<file path="src/rtl/core_debug_unit_pkg.sv">
// Shared definitions for the core debug unit: host command op codes,
// halt-cause codes, controller state encoding and the default datapath width.
package core_debug_unit_pkg;

  localparam int unsigned XLEN_DEFAULT = 32;
  localparam int unsigned NUM_BP_MAX   = 16;

  typedef enum logic [2:0] {
    OP_NOP      = 3'd0,
    OP_HALT     = 3'd1,
    OP_RUN      = 3'd2,
    OP_STEP     = 3'd3,
    OP_SET_BP   = 3'd4,
    OP_CLR_BP   = 3'd5,
    OP_READ_REG = 3'd6,
    OP_READ_CNT = 3'd7
  } op_e;

  typedef enum logic [1:0] {
    CAUSE_RESET = 2'd0,
    CAUSE_HOST  = 2'd1,
    CAUSE_BP    = 2'd2,
    CAUSE_STEP  = 2'd3
  } cause_e;

  typedef enum logic [1:0] {
    ST_RUN    = 2'd0,
    ST_HALTED = 2'd1,
    ST_STEP   = 2'd2,
    ST_RDREG  = 2'd3
  } state_e;

  // True when a host-supplied index addresses an implemented comparator.
  function automatic logic bp_idx_ok(input logic [4:0] idx, input int unsigned nbp);
    return 32'(idx) < nbp;
  endfunction

endpackage

</file>
<file path="src/rtl/core_debug_unit_bp_match.sv">
// PC breakpoint bank: NUM_BP address/enable registers and the comparator
// OR tree.
// Ports:
//   clk_i, rst_ni      clock, asynchronous active-low reset
//   wr_en_i            write comparator wr_idx_i this cycle
//   wr_set_i           1: load wr_addr_i and enable; 0: disable
//   wr_idx_i           comparator index (caller guarantees < NUM_BP)
//   wr_addr_i          breakpoint address
//   pc_i               current core PC
//   hit_o              some enabled comparator matches pc_i
module bp_match
  import core_debug_unit_pkg::*;
#(
  parameter int unsigned XLEN   = XLEN_DEFAULT,
  parameter int unsigned NUM_BP = 4
) (
  input  logic            clk_i,
  input  logic            rst_ni,
  input  logic            wr_en_i,
  input  logic            wr_set_i,
  input  logic [4:0]      wr_idx_i,
  input  logic [XLEN-1:0] wr_addr_i,
  input  logic [XLEN-1:0] pc_i,
  output logic            hit_o
);

  logic [XLEN-1:0]   addr_q [NUM_BP];
  logic [NUM_BP-1:0] en_q;

  always_ff @(posedge clk_i or negedge rst_ni) begin
    if (!rst_ni) begin
      en_q <= '0;
      for (int unsigned i = 0; i < NUM_BP; i++) begin
        addr_q[i] <= '0;
      end
    end else if (wr_en_i) begin
      for (int unsigned i = 0; i < NUM_BP; i++) begin
        if (wr_idx_i == 5'(i)) begin
          en_q[i] <= wr_set_i;
          if (wr_set_i) begin
            addr_q[i] <= wr_addr_i;
          end
        end
      end
    end
  end

  always_comb begin
    hit_o = 1'b0;
    for (int unsigned i = 0; i < NUM_BP; i++) begin
      if (en_q[i] && (addr_q[i] == pc_i)) begin
        hit_o = 1'b1;
      end
    end
  end

endmodule

</file>
<file path="src/rtl/core_debug_unit.sv">
// Run-control and inspection unit between a host debug port and a
// single-cycle core. Gates the core clock-enable for halt/run/step and PC
// breakpoints, reads core registers through the debug select, and counts
// enabled core cycles.
// Ports:
//   clk, reset                 clock, asynchronous active-low reset
//   cmd_valid/ready/op/idx/arg host command channel
//   rsp_valid/ready/data/err   host response channel (held until taken)
//   core_en                    core may advance this cycle
//   core_pc                    current core PC
//   core_dbg_sel/dbg_data      core debug register select / value
//   halted, halt_cause         run status and reason for last halt
module core_debug_unit
  import core_debug_unit_pkg::*;
#(
  parameter int unsigned XLEN       = XLEN_DEFAULT,
  parameter int unsigned NUM_BP     = 4,
  parameter bit          RESET_HALT = 1'b1
) (
  input  logic            clk,
  input  logic            reset,
  input  logic            cmd_valid,
  output logic            cmd_ready,
  input  logic [2:0]      cmd_op,
  input  logic [4:0]      cmd_idx,
  input  logic [XLEN-1:0] cmd_arg,
  output logic            rsp_valid,
  input  logic            rsp_ready,
  output logic [XLEN-1:0] rsp_data,
  output logic            rsp_err,
  output logic            core_en,
  input  logic [XLEN-1:0] core_pc,
  output logic [4:0]      core_dbg_sel,
  input  logic [XLEN-1:0] core_dbg_data,
  output logic            halted,
  output logic [1:0]      halt_cause
);

  localparam state_e RST_STATE = RESET_HALT ? ST_HALTED : ST_RUN;

  state_e          state_q, state_d;
  cause_e          cause_q, cause_d;
  logic            skip_q, skip_d;
  logic            rsp_valid_q, rsp_valid_d;
  logic [XLEN-1:0] rsp_data_q, rsp_data_d;
  logic            rsp_err_q, rsp_err_d;
  logic            rsp_pc_q, rsp_pc_d;
  logic [4:0]      dbg_sel_q, dbg_sel_d;
  logic [XLEN-1:0] count_q, count_d;

  op_e  op;
  logic accept;
  logic bp_hit;
  logic bp_we;
  logic bp_set;

  assign op        = op_e'(cmd_op);
  assign cmd_ready = !rsp_valid_q && ((state_q == ST_RUN) || (state_q == ST_HALTED));
  assign accept    = cmd_valid && cmd_ready;
  assign core_en   = ((state_q == ST_RUN) && !(bp_hit && !skip_q)) || (state_q == ST_STEP);
  assign bp_set    = (op == OP_SET_BP);
  assign count_d   = count_q + {{(XLEN-1){1'b0}}, core_en};

  bp_match #(
    .XLEN   (XLEN),
    .NUM_BP (NUM_BP)
  ) u_bp_match (
    .clk_i     (clk),
    .rst_ni    (reset),
    .wr_en_i   (bp_we),
    .wr_set_i  (bp_set),
    .wr_idx_i  (cmd_idx),
    .wr_addr_i (cmd_arg),
    .pc_i      (core_pc),
    .hit_o     (bp_hit)
  );

  always_comb begin
    state_d     = state_q;
    cause_d     = cause_q;
    skip_d      = skip_q;
    rsp_valid_d = rsp_valid_q;
    rsp_data_d  = rsp_data_q;
    rsp_err_d   = rsp_err_q;
    rsp_pc_d    = rsp_pc_q;
    dbg_sel_d   = dbg_sel_q;
    bp_we       = 1'b0;

    if (rsp_valid_q && rsp_ready) begin
      rsp_valid_d = 1'b0;
      rsp_pc_d    = 1'b0;
      if (rsp_pc_q) begin
        rsp_data_d = core_pc;
      end
    end

    case (state_q)
      ST_RUN: begin
        skip_d = 1'b0;
        if (bp_hit && !skip_q) begin
          state_d = ST_HALTED;
          cause_d = CAUSE_BP;
        end
      end
      ST_STEP: begin
        state_d     = ST_HALTED;
        cause_d     = CAUSE_STEP;
        rsp_valid_d = 1'b1;
        rsp_err_d   = 1'b0;
        rsp_pc_d    = 1'b1;
      end
      ST_RDREG: begin
        state_d     = ST_HALTED;
        rsp_valid_d = 1'b1;
        rsp_data_d  = core_dbg_data;
        rsp_err_d   = 1'b0;
        rsp_pc_d    = 1'b0;
      end
      default: ;
    endcase

    // Accepted commands override the breakpoint halt above, so a HALT in the
    // same cycle as a hit reports cause HOST and still responds.
    if (accept) begin
      rsp_valid_d = 1'b1;
      rsp_data_d  = '0;
      rsp_err_d   = 1'b0;
      rsp_pc_d    = 1'b0;
      case (op)
        OP_HALT: begin
          state_d  = ST_HALTED;
          cause_d  = CAUSE_HOST;
          rsp_pc_d = 1'b1;
        end
        OP_RUN: begin
          if (state_q == ST_HALTED) begin
            state_d = ST_RUN;
            skip_d  = 1'b1;
          end
        end
        OP_STEP: begin
          if (state_q == ST_HALTED) begin
            state_d     = ST_STEP;
            rsp_valid_d = 1'b0;
          end else begin
            rsp_err_d = 1'b1;
          end
        end
        OP_SET_BP, OP_CLR_BP: begin
          if (bp_idx_ok(cmd_idx, NUM_BP)) begin
            bp_we = 1'b1;
          end else begin
            rsp_err_d = 1'b1;
          end
        end
        OP_READ_REG: begin
          if (state_q == ST_HALTED) begin
            dbg_sel_d   = cmd_idx;
            state_d     = ST_RDREG;
            rsp_valid_d = 1'b0;
          end else begin
            rsp_err_d = 1'b1;
          end
        end
        OP_READ_CNT: rsp_data_d = count_q;
        default: ;
      endcase
    end
  end

  always_ff @(posedge clk or negedge reset) begin
    if (!reset) begin
      state_q     <= RST_STATE;
      cause_q     <= CAUSE_RESET;
      skip_q      <= 1'b0;
      rsp_valid_q <= 1'b0;
      rsp_data_q  <= '0;
      rsp_err_q   <= 1'b0;
      rsp_pc_q    <= 1'b0;
      dbg_sel_q   <= '0;
      count_q     <= '0;
    end else begin
      state_q     <= state_d;
      cause_q     <= cause_d;
      skip_q      <= skip_d;
      rsp_valid_q <= rsp_valid_d;
      rsp_data_q  <= rsp_data_d;
      rsp_err_q   <= rsp_err_d;
      rsp_pc_q    <= rsp_pc_d;
      dbg_sel_q   <= dbg_sel_d;
      count_q     <= count_d;
    end
  end

  // HALT/STEP report the PC after the core has stopped. That PC is only known
  // after the edge that ends the last enabled cycle, and the core stays frozen
  // while the response is pending, so the live PC is forwarded until hand-off.
  assign rsp_data     = rsp_pc_q ? core_pc : rsp_data_q;
  assign rsp_valid    = rsp_valid_q;
  assign rsp_err      = rsp_err_q;
  assign core_dbg_sel = dbg_sel_q;
  assign halted       = (state_q == ST_HALTED) || (state_q == ST_RDREG);
  assign halt_cause   = cause_q;

endmodule

</file>
<file path="config.mk">
export PLATFORM = sky130hd
export DESIGN_NAME = core_debug_unit
export DESIGN_NICKNAME = d
export VERILOG_FILES = /design/src/rtl/core_debug_unit_pkg.sv /design/src/rtl/core_debug_unit_bp_match.sv /design/src/rtl/core_debug_unit.sv
export SDC_FILE = /design/constraint.sdc
export NUM_CORES = 1
export LEC_CHECK = 0
export ABC_AREA = 1
export ABC_CLOCK_PERIOD_IN_PS = 3300
export BUFFER_PORTS_ARGS = -buffer_cell sky130_fd_sc_hd__clkbuf_2
export CAP_MARGIN = 10
export CORE_ASPECT_RATIO = 1.1
export CORE_MARGIN = 2
export CORE_UTILIZATION = 39
export DETAILED_ROUTE_END_ITERATION = 10
export GPL_TIMING_DRIVEN = 0
export HOLD_SLACK_MARGIN = 0.06
export SETUP_SLACK_MARGIN = 0.3
export SYNTH_ARGS = -nofsm -noshare
export SYNTH_HDL_FRONTEND = slang
export SYNTH_SLANG_ARGS = --single-unit
</file>
<file path="constraint.sdc">
create_clock -name clk -period 3.3 [get_ports clk]
set_input_delay 0.66 -clock clk [delete_from_list [all_inputs] [get_ports clk]]
set_output_delay 0.66 -clock clk [all_outputs]
set_load 0.01 [all_outputs]
</file>
After elaboration in Yosys (flattened, before gate mapping). Index checks and enable logic that the tools add are counted.

Add/subtract/negate cells: 1. Eq/ne operators: 17. Multiplexer cells: 39. $lt $le $gt $ge: 1. Reduce and logical (&&, ||, !) cells: 33.

Operator list (number): $mux W32 (5); $eq A32 B32 Y1 (4); $add A32 B1 Y32 (1); $mux W1 (21); $mux W2 (8); $reduce_and A3 Y1 (5); $eq A3 B3 Y1 const B (4); $eq A5 B2 Y1 const B (2); $logic_and A1 B1 Y1 (9); $pmux W2 S2 (2); $pmux W2 S4 (1); $reduce_and A2 Y1 (4); $eq A3 B2 Y1 const B (2); $reduce_bool A3 Y1 (2); $reduce_or A2 Y1 (3); $eq A5 B1 Y1 const B (1); $logic_not A5 Y1 (1); $lt A5 B3 Y1 const B (1); $eq A2 B2 Y1 const B (2); $pmux W1 S2 (2); $reduce_bool A4 Y1 (1); $eq A3 B1 Y1 const B (1); $logic_not A1 Y1 (3); $logic_or A1 B1 Y1 (3); 3 further kinds (3).

Output and inout bits: 44. Input bits: 108. Register bits: 209. Word-level logic and storage cells: 108.

Longest topological paths before layout.
Word-level depth: 12. Depth in mapped cells: 26. Mapped depth without buffers: 25.

Modules after synthesis. Synthesis repeated with hierarchy kept, for this count alone.

Cells, all modules: 1816. Area total of the unflattened synthesis: 12214.2 um^2.

By module, submodules not included: bp_match (instances 1, cells an instance 962, seq. area each 3303.2 um^2, area each 7120.6 um^2); core_debug_unit (instances 1, cells an instance 854, seq. area each 1928.1 um^2, area each 5093.6 um^2).

Least setup slack after synthesis. Ideal clock, no wire load.

Path kind: input to register. From: input core_pc[18]. To: register count_q[30]. Stages: 23. Data arrival time: 3.224 ns. Path slack: -0.047 ns. Path through: clkbuf_1 -> or2_2 -> o211ai_1 -> nor2_1 -> nand3_1 -> nor2_1 -> nor2_1 -> nand2_1 -> nand2_1 -> o21ai_0 -> inv_1 -> ha_1 -> ha_1 -> nand2_1 -> nor2_2 -> nand2_1 -> nor2_2 -> nand3_1 -> nor2_4 -> nand3_2 -> nor2_2 -> nand4_1 -> xnor2_1.

Longest elaborated chain between the ends: 11. Elaborated cells on any way between the ends: 17. Those cells by class: 1 x add/sub; 4 x eq/ne; 4 x mux; 8 x reduce/logical.

RTL lines: start, declared (RTL line core_debug_unit.sv:32) `input logic [XLEN-1:0] core_pc,`; $eq A32 B32 Y1 (RTL line core_debug_unit_bp_match.sv:51) `if (en_q[i] && (addr_q[i] == pc_i)) begin`; $logic_and A1 B1 Y1 (RTL line core_debug_unit_bp_match.sv:51); $mux W1 (3 in series) (RTL line core_debug_unit_bp_match.sv:51); $mux W1 * (RTL line core_debug_unit_bp_match.sv:51); $logic_and A1 B1 Y1 * (RTL line core_debug_unit.sv:60) `assign core_en = ((state_q == ST_RUN) && !(bp_hit && !skip_q)) || (state_q == ST_STEP);`; $logic_not A1 Y1 * (RTL line core_debug_unit.sv:60); $logic_and A1 B1 Y1 * (RTL line core_debug_unit.sv:60); $logic_or A1 B1 Y1 * (RTL line core_debug_unit.sv:60); named net core_en (RTL line core_debug_unit.sv:31) `output logic core_en,`; $add A32 B1 Y32 * (RTL line core_debug_unit.sv:62) `assign count_d = count_q + {{(XLEN-1){1'b0}}, core_en};`; named net count_d[30] (RTL line core_debug_unit.sv:49) `logic [XLEN-1:0] count_q, count_d;`; end signal, assigned (RTL line core_debug_unit.sv:191) `count_q <= count_d;`; end, declared (RTL line core_debug_unit.sv:49).

The timed path passes the listed nets; every way through them passes the cells marked *. A chain may end at the register's enable or synchronous reset.

Final worst setup path.
From: register u_bp_match.addr_q[71] (netlist name). To: register count_q[30].

Longest elaborated chain between the ends: 10.

RTL lines: start, declared (RTL line core_debug_unit_bp_match.sv:27) `logic [XLEN-1:0] addr_q [NUM_BP];`; start signal, assigned by index (RTL line core_debug_unit_bp_match.sv:41) `addr_q[i] <= wr_addr_i;`; $eq A32 B32 Y1 (RTL line core_debug_unit_bp_match.sv:51); $logic_and A1 B1 Y1 (RTL line core_debug_unit_bp_match.sv:51); $mux W1 (3 in series) (RTL line core_debug_unit_bp_match.sv:51); $logic_and A1 B1 Y1 (RTL line core_debug_unit.sv:60); $logic_not A1 Y1 (RTL line core_debug_unit.sv:60); $logic_and A1 B1 Y1 (RTL line core_debug_unit.sv:60); $logic_or A1 B1 Y1 (RTL line core_debug_unit.sv:60); $add A32 B1 Y32 (RTL line core_debug_unit.sv:62); named net count_d[30] (RTL line core_debug_unit.sv:49).

The timed path passes the listed nets, and every way through them passes these cells.

==> impl_metrics.env <==
export IMPL_status="finished, final reports clean"
export IMPL_hold_viol=0
export IMPL_power_density_nw_per_um2=555.4
export IMPL_cp_end_kind="flip-flop"
export IMPL_diodes=0
export IMPL_clock_skew_ns=0.008820
export IMPL_drc=0
export IMPL_path_class="flip-flop to flip-flop"
export IMPL_core_area_um2=27950
export IMPL_synth_flop_cell="dfrtp_1"
export IMPL_gp_congestion=0.9362
export IMPL_worstPathCellList="nand2_2 -> nand2_2 -> nor2_1 -> nand2_1 -> nor2_1 -> nand3_1 -> nor2_1 -> nor2_1 -> nand2_2 -> nand2_2 -> o21ai_2 -> inv_2 -> ha_4 -> ha_4 -> nand2_4 -> nor2_4 -> nand2_2 -> nor2_4 -> nand3_4 -> nor2_4 -> nand3_4 -> nor2_4 -> nand4_1 -> xnor2_1"
export IMPL_final_core_util_pct=50.51
export IMPL_fin_crit_sh_pct=96.69
export IMPL_wl_um=39620
export IMPL_synthCells=1514
export IMPL_final_cells=2130
export IMPL_port_buffers=143
export IMPL_vias=10776
export IMPL_ys_ff_latch=209
export IMPL_drtPass1Iterations=5
export IMPL_die_h_um=181.0
export IMPL_worstMarginPinSlew_ns=0.8422
export IMPL_finalSetupViolCount=0
export IMPL_worst_path_max_delay_cell="dfrtp_1"
export IMPL_clockBufferDepth=3
export IMPL_htreeDepth=1
export IMPL_syn_cell_area_um2=11110
export IMPL_dpl_cell_count=2022
export IMPL_fillers=2762
export IMPL_cts_made_buffers=24
export IMPL_synth_edf_count=0
export IMPL_grt_pass1_vias=10411
export IMPL_clk_latency_ns=0.52
export IMPL_synth_warnings=0
export IMPL_place_ws_ns=-1.039
export IMPL_grt_pass1_wl_um=60000
export IMPL_post_dp_hpwl_um=29740
export IMPL_initial_core_util_pct=39.77
export IMPL_cap_viol_max_count=0
export IMPL_cp_top_family="simple AND/OR/NAND/NOR gates"
export IMPL_hold_buffers=0
export IMPL_fmax_mhz=313.4
export IMPL_min_path_type="input pin to asynchronous set/reset pin"
export IMPL_finalWorstSetupSlack_ns=0.1092
export IMPL_io_pins=152
export IMPL_peakVddDrop_uv=449.3
export IMPL_dieWidth_um=165.0
export IMPL_grt_total_usage_pct=26.66
export IMPL_postSynth_asyncResetShare_pct=100.0
export IMPL_clockRootBuffer="clkbuf_16"
export IMPL_overflow=0
export IMPL_yosysUniqueCellTypes=35
export IMPL_antenna_found_initial=0
export IMPL_fin_crit_ns=3.191
export IMPL_final_seq_area_um2=5234
export IMPL_multi_input_area_um2=5315
export IMPL_report_final_slew_viol_count=0
export IMPL_final_common_cell="nand2_1"
export IMPL_drive_gt1_share_pct=22.81
export IMPL_fin_nets=1860
export IMPL_rows=64
export IMPL_drt_iter0_markers=901
export IMPL_cpPeakStageDelay_ns=0.41
export IMPL_cp_common_cell="nand2_2"
export IMPL_cp_arrival_ns=3.60
export IMPL_start_kind="flip-flop"
export IMPL_die_area_um2=29860
export IMPL_clkTransAtPathRegs_ns=0.06
export IMPL_cp_max_fo=3
export IMPL_timing_critical_path_buf_inv=1
export IMPL_rsz0062_at_grt="yes"
export IMPL_cts_sinks=209
export IMPL_crit_required_ns=3.71
export IMPL_setup_tns_ns=0
export IMPL_cts_tree="done"
export IMPL_grt_max_degree=91
export IMPL_slew_headroom_pct=43.33
export IMPL_syn_avg_cell_area_um2=7.340
export IMPL_ant_nets=0
export IMPL_area_growth_pct=27.02
export IMPL_wire_per_inst_um=18.60
export IMPL_power_static_leakage_nw=6.770
export IMPL_final_cell_mix="nand2_1 (463), dfrtp_1 (206), o21ai_1 (159)"
export IMPL_synth_fp_nets=1624
export IMPL_ys_seq_area_share_pct=47.07
export IMPL_vias_per_cell=5.059
-- timing repair --
action,CTS,global route
endpoints found under the setup margin,23,19
pin swaps,26,29
gates resized for setup,71,71
hold endpoints to repair,0,0
buffers inserted,45,20
-- cells by family (layout without fill, tap and decap cells) --
group           Yosys count  after routing  share of synthesized area, %
xor+xnor                 59             59                         4.650
fa+ha+maj                 2              2                        0.2251
simple gates            708            708                         25.59
mux                       2              2                        0.2026
buf+inv                 231            484                         8.151
compound gates          303            303                         14.11
flops                   209            209                         47.07
-- cells in the mapped netlist (2+ instances only) --
library cell	instances	area, um2
o31ai_1	4	30.03
ha_1	2	25.02
o21ai_0	93	465.5
xnor2_1	30	262.8
nand3_1	30	150.1
or2_2	11	68.82
a31oi_1	3	18.77
nor4_1	5	31.28
nand3_2	5	50.05
inv_2	6	22.52
o211ai_1	3	22.52
nor2_2	6	37.54
mux2_2	2	22.52
inv_1	166	623.1
nor3_1	10	50.05
a21oi_1	36	180.2
a211oi_1	7	52.55
buf_2	28	140.1
nand2_1	481	1805
nand4_1	7	43.79
a22oi_1	2	15.01
buf_1	4	15.01
dfrtp_1	208	5205
clkbuf_1	26	97.59
o21ai_1	152	760.7
nor2_1	149	559.3
xor2_1	29	254.0
nor3_2	2	20.02
-- per-layer routing --
metal / up-vias / track usage [%] / routed length (um)
li1: 5253 / - / -
met1: 5094 / 36.91 / 17050
met2: 358 / 42.36 / 18590
met3: 71 / 4.063 / 2560
met4: 0 / 9.600 / 1419
met5: - / 0 / 0
-- sequential cells by signal, indices dropped and copies added, names as in the netlist, named ones only --
| register | count |
|---|---|
| core_dbg_sel | 5 |
| count_q | 32 |
| halt_cause | 2 |
| rsp_data_q | 32 |
| rsp_err | 1 |
| rsp_pc_q | 1 |
| rsp_valid | 1 |
| state_q | 2 |
| u_bp_match.addr_q | 128 |
| u_bp_match.en_q | 4 |
-- worst register-to-register path, stage by stage, from the launching register on --
cell and delay, ns:
dfrtp_1 0.41, nand2_2 0.10, nand2_2 0.10, nor2_1 0.04, nand2_1 0.11, nor2_1 0.07, nand3_1 0.10, nor2_1 0.05
nor2_1 0.12, nand2_2 0.13, nand2_2 0.12, o21ai_2 0.06, inv_2 0.13, ha_4 0.18, ha_4 0.15, nand2_4 0.06
nor2_4 0.13, nand2_2 0.08, nor2_4 0.15, nand3_4 0.09, nor2_4 0.17, nand3_4 0.10, nor2_4 0.17, nand4_1 0.13
xnor2_1 0.15
-- final timing paths --
path / startpoint / to / slack, ns / cells past startpoint
max: u_bp_match.addr_q[71] / count_q[30] / 0.11 / 24
min: reset / rsp_data_q[7] / 0.07 / 1
max reg2reg: u_bp_match.addr_q[71] / count_q[30] / 0.11 / 24
max in group asynchronous: reset / state_q[0] / 2.43 / 2
min reg2reg: halt_cause[0] / halt_cause[0] / 0.48 / 2
min in group clk: cmd_idx[2] / core_dbg_sel[2] / 0.39 / 3
-- report_power, final --
| part | switching [mW] | internal [mW] |
|---|---|---|
| clock network | 1.09 | 1.71 |
| logic | 1.35 | 0.722 |
| registers | 0.161 | 2.81 |
| total | 2.60 | 5.24 |
-- layout make-up --
type / count / area share, %
plain buffers: 59 / 1.959
repair buffers: 210 / 9.546
multi-input cells: 1074 / 37.65
clock inverters: 8 / 0.8332
clock buffers: 35 / 4.981
flip-flops and latches: 209 / 37.08
inverters: 172 / 4.733
well taps: 363 / 3.218
-- through the flow --
stage / total power [mW] / area (um2) / hold slack, ns
2_1_floorplan: 4.144 / 11170 / 0.3644
3_3_place_gp: 4.934 / 12340 / 0.4613
3_5_place_dp: 4.968 / 12410 / 0.4588
4_1_cts: 7.830 / 13800 / 0.07334
5_1_grt: 8.270 / 14120 / 0.09035
6_report: 7.840 / 14120 / 0.06703
Power figures use the tool's default switching activity.
